<file path="src/rtl/ace_snapshot_encoder.sv">
// ace_snapshot_encoder: scans a RAM window and emits the RLE .ACE stream.
// Runs of MIN_RUN+ bytes (or any MARKER byte) become MARKER,count,value.
module ace_snapshot_encoder #(
  parameter logic [15:0] START_ADDR = 16'h2000,
  parameter logic [15:0] END_ADDR   = 16'h7FFF,
  parameter logic [7:0]  MARKER     = 8'hED,
  parameter int unsigned MIN_RUN    = 4
) (
  input  logic        clk_sys,
  input  logic        reset,
  input  logic        start,
  output logic [15:0] mem_addr,
  output logic        mem_rd,
  input  logic [7:0]  mem_data,
  output logic [7:0]  out_data,
  output logic        out_valid,
  input  logic        out_ready,
  output logic [15:0] out_count,
  output logic        busy,
  output logic        done
);

  localparam logic [7:0] MinRun = 8'(MIN_RUN);

  typedef enum logic [3:0] {
    S_IDLE, S_READ, S_LATCH, S_FLUSH,
    S_FL_MARK, S_FL_CNT, S_FL_VAL, S_FL_LIT,
    S_TERM_MARK, S_TERM_ZERO
  } state_t;

  state_t     state, state_n;
  logic [7:0] data_n;
  logic       valid_n;
  logic       flush_end;
  logic [7:0] cur, nxt, run, lit;
  logic       first, pend, fin;

  logic xfer, is_last, esc, extend;
  assign xfer    = out_valid & out_ready;
  assign is_last = (mem_addr == END_ADDR);
  assign esc     = (run >= MinRun) || (cur == MARKER);
  assign extend  = first || ((mem_data == cur) && (run != 8'hFF));
  assign mem_rd  = (state == S_READ);

  // State register
  always_ff @(posedge clk_sys) begin
    if (reset) state <= S_IDLE;
    else       state <= state_n;
  end

  // Next state and next registered output byte
  always_comb begin
    state_n   = state;
    data_n    = out_data;
    valid_n   = out_valid;
    flush_end = 1'b0;
    unique case (state)
      S_IDLE:  if (start) state_n = S_READ;
      S_READ:  state_n = S_LATCH;
      S_LATCH: begin
        if (extend && is_last) state_n = S_FLUSH;
        else if (extend)       state_n = S_READ;
        else                   state_n = S_FLUSH;
      end
      S_FLUSH: begin
        valid_n = 1'b1;
        if (esc) begin
          state_n = S_FL_MARK;
          data_n  = MARKER;
        end else begin
          state_n = S_FL_LIT;
          data_n  = cur;
        end
      end
      S_FL_MARK: if (xfer) begin
        state_n = S_FL_CNT;
        data_n  = run;
      end
      S_FL_CNT: if (xfer) begin
        state_n = S_FL_VAL;
        data_n  = cur;
      end
      S_FL_VAL: if (xfer) flush_end = 1'b1;
      S_FL_LIT: if (xfer && lit == 8'd1) flush_end = 1'b1;
      S_TERM_MARK: if (xfer) begin
        state_n = S_TERM_ZERO;
        data_n  = 8'h00;
      end
      S_TERM_ZERO: if (xfer) begin
        state_n = S_IDLE;
        valid_n = 1'b0;
      end
      default: state_n = S_IDLE;
    endcase
    if (flush_end) begin
      if (pend && fin) begin
        state_n = S_FLUSH;
        valid_n = 1'b0;
      end else if (pend) begin
        state_n = S_READ;
        valid_n = 1'b0;
      end else begin
        state_n = S_TERM_MARK;
        data_n  = MARKER;
        valid_n = 1'b1;
      end
    end
  end

  // Run tracking, address, counters and registered outputs
  always_ff @(posedge clk_sys) begin
    if (reset) begin
      mem_addr  <= START_ADDR;
      out_data  <= 8'h00;
      out_valid <= 1'b0;
      out_count <= 16'h0000;
      busy      <= 1'b0;
      done      <= 1'b0;
      cur       <= 8'h00;
      nxt       <= 8'h00;
      run       <= 8'h00;
      lit       <= 8'h00;
      first     <= 1'b0;
      pend      <= 1'b0;
      fin       <= 1'b0;
    end else begin
      out_data  <= data_n;
      out_valid <= valid_n;
      done      <= 1'b0;
      if (xfer) out_count <= out_count + 16'd1;
      unique case (state)
        S_IDLE: if (start) begin
          out_count <= 16'h0000;
          mem_addr  <= START_ADDR;
          busy      <= 1'b1;
          first     <= 1'b1;
          pend      <= 1'b0;
          fin       <= 1'b0;
        end
        S_LATCH: begin
          if (extend) begin
            if (first) begin
              cur   <= mem_data;
              run   <= 8'd1;
              first <= 1'b0;
            end else begin
              run <= run + 8'd1;
            end
            if (is_last) fin <= 1'b1;
            else mem_addr <= mem_addr + 16'd1;
          end else begin
            nxt  <= mem_data;
            pend <= 1'b1;
            fin  <= is_last;
          end
        end
        S_FLUSH:  lit <= run;
        S_FL_LIT: if (xfer) lit <= lit - 8'd1;
        S_TERM_ZERO: if (xfer) begin
          busy <= 1'b0;
          done <= 1'b1;
        end
        default: ;
      endcase
      if (flush_end && pend) begin
        cur  <= nxt;
        run  <= 8'd1;
        pend <= 1'b0;
        if (!fin) mem_addr <= mem_addr + 16'd1;
      end
    end
  end

endmodule
</file>
<file path="config.mk">
export PLATFORM = sky130hd
export DESIGN_NAME = ace_snapshot_encoder
export DESIGN_NICKNAME = d
export VERILOG_FILES = /design/src/rtl/ace_snapshot_encoder.sv
export SDC_FILE = /design/constraint.sdc
export NUM_CORES = 1
export LEC_CHECK = 0
export ABC_CLOCK_PERIOD_IN_PS = 2700
export CAP_MARGIN = 10
export CORE_MARGIN = 4
export CORE_UTILIZATION = 52
export CTS_BUF_LIST = sky130_fd_sc_hd__clkbuf_4
export DETAILED_ROUTE_END_ITERATION = 10
export GPL_TIMING_DRIVEN = 0
export PLACE_DENSITY = 0.79
export SKIP_CTS_REPAIR_TIMING = 1
export SLEW_MARGIN = 5
export SYNTH_ARGS = -nofsm -noshare
export SYNTH_HDL_FRONTEND = slang
export SYNTH_SLANG_ARGS = --single-unit
</file>
<file path="constraint.sdc">
create_clock -name clk_sys -period 2.7 [get_ports clk_sys]
set_clock_uncertainty 0.15 [all_clocks]
set_input_delay 0.27 -clock clk_sys [delete_from_list [all_inputs] [get_ports clk_sys]]
set_output_delay 0.27 -clock clk_sys [all_outputs]
set_load 0.1 [all_outputs]
</file>
Word-level counts from Yosys, hierarchy flattened
Cells that the tools add are included.
{ "op_classes": {"n_addsub": 4, "order_cmp": 1, "n_eq_ne": 26, "muxes": 57, "n_bitwise": 3, "n_reduce_logical": 29} }
{ "op_table": {"columns": ["op", "count"], "rows": [
  ["$mux 16", 8],
  ["$mux 8", 13],
  ["$pmux 4 s9", 1],
  ["$add 16x1->16 const B", 2],
  ["$mux 4", 8],
  ["$pmux 16 s2", 1],
  ["$pmux 8 s4", 1],
  ["$ne 3x3->1 const B", 6],
  ["$eq 16x15->1 const B", 1],
  ["$eq 4x3->1 const B", 4],
  ["$pmux 8 s2", 1],
  ["$mux 1", 15],
  ["$reduce_and 3->1", 5],
  ["$pmux 1 s2", 6],
  ["$reduce_bool 2->1", 6],
  ["$ne 2x2->1 const B", 5],
  ["$reduce_and 2->1", 5],
  ["$add 8x1->8 const B", 1],
  ["$eq 4x2->1 const B", 2],
  ["$eq 4x4->1 const B", 2],
  ["$eq 8x1->1 const B", 1],
  ["$eq 8x8->1", 1],
  ["$eq 8x8->1 const B", 1],
  ["$ge 8x3->1 const B", 1],
  ["other kinds (13)", 23]
]} }
{ "word_totals": {"regBits": 82, "input_bits": 12} }

Longest topological paths before layout
Gate-level depths: netlist (run 1).
{ "logic_depth": {"word_depth": 7, "mapped_depth": 9} }

Worst setup path after synthesis (run 1)
OpenSTA, ideal clock, no wires.
{ "synth_path": {"kind": "reg2out", "startpoint": "register state[0]", "endpoint": "output mem_rd", "arrival_ps": 2872, "path_slack_ps": -592, "stages_incl_launch_ff": 4, "path_cell_list": "dfxtp_1 -> clkbuf_1 -> nand2_1 -> nor3_1"} }
{ "synth_via": {"elab_chain_len": 1} }
{ "synth_lines": {"columns": ["item", "line", "source"], "rows": [
  ["start, declared", "31", "state_t state, state_n;"],
  ["start signal, assigned", "48", "else state <= state_n;"],
  ["$eq 4x1->1", "43", "assign mem_rd = (state == S_READ);"],
  ["end, declared", "13", "output logic mem_rd,"]
]} }
No other way between the ends.

Final worst setup path (run 1)
{ "layout_path": {"startpoint": "register lit[1]", "endpoint": "register mem_addr[10]"} }
{ "layout_via": {"elab_chain_len": 6} }
{ "layout_lines": {"columns": ["item", "line", "source"], "rows": [
  ["start, declared", "35", "logic [7:0] cur, nxt, run, lit;"],
  ["start signal, assigned", "157", "S_FLUSH: lit <= run;"],
  ["start signal, assigned", "158", "S_FL_LIT: if (xfer) lit <= lit - 8'd1;"],
  ["$eq 8x1->1", "84", "S_FL_LIT: if (xfer && lit == 8'd1) flush_end = 1'b1;"],
  ["$logic_and 1x1->1", "84", null],
  ["$mux 1", "84", null],
  ["$pmux 1 s2", "57", "unique case (state)"],
  ["$logic_and 1x1->1", "165", "if (flush_end && pend) begin"],
  ["$mux 16", "165", null],
  ["end signal, assigned", "150", "else mem_addr <= mem_addr + 16'd1;"],
  ["end signal, assigned", "169", "if (!fin) mem_addr <= mem_addr + 16'd1;"],
  ["end, declared", "12", "output logic [15:0] mem_addr,"]
]} }
No other way between the ends.
A chain may end at the register's enable or synchronous reset.

==> results of run 1 <==
## state kept, by name (all words and copies together), names as in the netlist
name and cells:
run 8, out_data 8, fin 1, out_valid 1, pend 1, done 1
nxt 8, out_count 16, state 4, mem_addr 16, busy 1, first 1
lit 8, cur 8
## power by group
group	switching [mW]	leakage, nW	internal [mW]	total (mW)
sequential	0.0978	0.670	1.30	1.40
clock	0.456	0.0526	0.191	0.647
combinational	0.759	1.11	0.371	1.13
total	1.31	1.84	1.86	3.18
## Yosys cell counts (all sizes together), types with 2 or more instances
master   number  share of area, %
o22ai         5              0.88
or4           2              0.35
xnor2        14               2.9
a31oi         5               1.1
and4          3              0.61
mux2          2              0.53
nor4         13               1.9
or3           6              0.88
o31ai         4               1.0
nor3b         2              0.35
nand3b        2              0.35
a221o         2              0.47
nor3         19               2.5
a211oi        9               1.6
nand2        37               3.2
a222oi        6               1.4
nand2b        5              0.73
nor2         85               7.9
a21oi        36               4.2
inv           9              0.79
o211ai        4              0.70
a22oi         3              0.53
and3          8               1.2
nor4b         3              0.61
nand4b        3              0.61
clkbuf       17               1.5
and2          6              0.88
a21o          5              0.88
a22o          4              0.82
ha            6               1.8
mux2i         9               2.1
nor2b         3              0.61
o21ai        18               2.1
or2           2              0.29
buf           9               1.3
nand4        14               2.0
xor2         15               3.1
nand3        21               2.5
a2111oi       2              0.41
dfxtp        82                38
## worst max-delay path, cell delays in order (launching register included)
cell and delay (ns):
dfxtp_1 0.34, inv_1 0.07, ha_1 0.14, or4b_4 0.50, o41a_4 0.42, o21ai_2 0.20, o22ai_2 0.14, nor2b_4 0.15
buf_6 0.13, a221o_1 0.33
## routing by layer
| layer | share of wire (%) | routed length, um | track usage [%] | up-vias |
|---|---|---|---|---|
| li1 | - | - | - | 2045 |
| met1 | 45 | 4983 | 31.29 | 2015 |
| met2 | 48 | 5306 | 36.98 | 159 |
| met3 | 6.2 | 690 | 4.317 | 16 |
| met4 | 1.4 | 154 | 7.038 | 0 |
| met5 | 0 | 0 | 0 | - |
## final timing paths
kind              slack [ns]            to    from
setup reg to reg        0.03  mem_addr[10]  lit[1]
hold / removal          0.16   mem_addr[5]   reset
setup / recovery        0.03  mem_addr[10]  lit[1]
hold reg to reg         0.32        lit[1]  lit[1]
## metrics by stage
stage | power [mW] | setup TNS [ns] | cells
global route | 3.354 | -0.03445 | 692
global placement | 2.478 | -1.113 | 674
CTS | 3.145 | -1.276 | 690
detailed placement | 2.501 | -1.732 | 674
floorplan | 2.229 | 0 | 518
finish | 3.176 | 0 | 692
## cell type report
type                            instances  share of cell area [%]
Multi-Input combinational cell        401                   49.22
Timing Repair Buffer                   56                   10.65
Inverter                                9                  0.6563
Tap cell                              102                   2.479
Clock buffer                            9                   1.313
Clock inverter                          7                  0.9966
Buffer                                 26                   2.431
Sequential cell                        82                   32.26
## logic make-up after synthesis
family | count (synthesis)
and+or+nand+nor | 238
muxes | 11
DFF | 82
AOI/OAI and AO/OA | 116
buffers and inverters | 35
xor gates and xnor gates | 29
adders and majority gates | 7
## cells in the final DEF, fill, tap and decap left out, types with 15 or more instances in the layout
master	n
nor3_1	16
dfxtp_1	67
xor2_1	15
nand3_1	21
nand2_1	36
o21ai_0	16
clkdlybuf4s50_1	53
dfxtp_2	15
nor2_1	82
a21oi_1	36
==> results.sh, run 1 <==
export IMPL_synthFlopType="dfxtp_1"
export IMPL_p_leak_nw=1.836
export IMPL_synthAdderAreaFrac_pct=1.987
export IMPL_cts_tree="done"
export IMPL_cts_buffer_depth=2
export IMPL_status="complete, no violations"
export IMPL_yosysSeqAreaShare_pct=38.33
export IMPL_multi_input_area_mm2=0.002534
export IMPL_initial_core_util_pct=54.58
export IMPL_via_per_inst=6.120
export IMPL_drt_initial_drc_count=292
export IMPL_synth_compound_area_share_pct=19.08
export IMPL_max_slew_worst_pin_slew_ns=0.9843
export IMPL_core_area_mm2=0.007848
export IMPL_cts_root_buf="clkbuf_4"
export IMPL_grt_max_degree=16
export IMPL_reg2reg_depth=9
export IMPL_synth_top_family_by_area="simple AND/OR/NAND/NOR gates"
export IMPL_dp_hpwl_um=8190
export IMPL_slew_headroom_pct=34.18
export IMPL_cp_required_ns=2.89
export IMPL_rsz0062_at_grt="true"
export IMPL_syn_to_final_growth_pct=20.19
export IMPL_fin_ws_ns=0.02697
export IMPL_clkTransAtPathRegs_ns=0.14
export IMPL_peakVddDrop_mv=0.3993
export IMPL_hold_viol_final=0
export IMPL_grt_pass1_wl_um=18710
export IMPL_ant_nets=0
export IMPL_fmax_mhz=374.1
export IMPL_place_ws_ns=-0.1802
export IMPL_async_flop_share_pct=0
export IMPL_wire_per_inst_um=16.09
export IMPL_num_vias=4235
export IMPL_synth_edf_count=0
export IMPL_port_buffers=54
export IMPL_antenna_found_initial=0
export IMPL_route_detailed_drc=0
export IMPL_p_per_area_mw_per_mm2=617.1
export IMPL_hold_depth=3
export IMPL_syn_avg_cell_area_um2=8.268
export IMPL_finish_instance_area_mm2=0.005147
export IMPL_critPathCaptureType="register"
export IMPL_dr_pass1_iters=5
export IMPL_cp_arrival_ns=2.86
export IMPL_clock_latency_ns=0.43
export IMPL_grt_use_total_pct=22.98
export IMPL_min_period_ns=2.673
export IMPL_synth_nets=536
export IMPL_syn_inst=518
export IMPL_ios=56
export IMPL_synthSimpleGateAreaFrac_pct=28.48
export IMPL_dieArea_mm2=0.009753
export IMPL_rows=32
export IMPL_place_gp_congestion=0.8810
export IMPL_synth_cell_types=69
export IMPL_hp_class="input port to register"
export IMPL_antenna_cells=0
export IMPL_final_setup_viol_count=0
export IMPL_grt_pass1_vias=3946
export IMPL_final_net_count=603
export IMPL_drive_gt1_share_pct=10.68
export IMPL_fill_cells=708
export IMPL_synth_xor_area_share_pct=5.930
export IMPL_path_max_fanout=10
export IMPL_regArea_mm2=0.001660
export IMPL_die_h_um=98.76
export IMPL_utilization_pct=65.59
export IMPL_critPathKind="register to register"
export IMPL_place_area_mm2=0.004974
export IMPL_dieWidth_um=98.76
export IMPL_wl_um=11140
export IMPL_fin_crit_sh_pct=99.00
export IMPL_cts_buffers=9
export IMPL_synth_area_mm2=0.004283
export IMPL_gr_total_overflow=0
export IMPL_critPathLaunchType="register"
export IMPL_cts_sinks=82
export IMPL_finalMaxSlewViolations=0
export IMPL_synthMuxAreaShare_pct=2.629
export IMPL_drv_cap=0
export IMPL_whs_ns=0.1640
export IMPL_yosys_warnings=0
export IMPL_ys_ff_latch=82
export IMPL_htree_levels=3
Power figures use the tool's default switching activity.
==> inputs of run 2 (changes only) <==
SLEW_MARGIN = not set   (was 5)
==> results of run 2 <==
No change in the layout: final DEF, timing and power equal those of run 1.
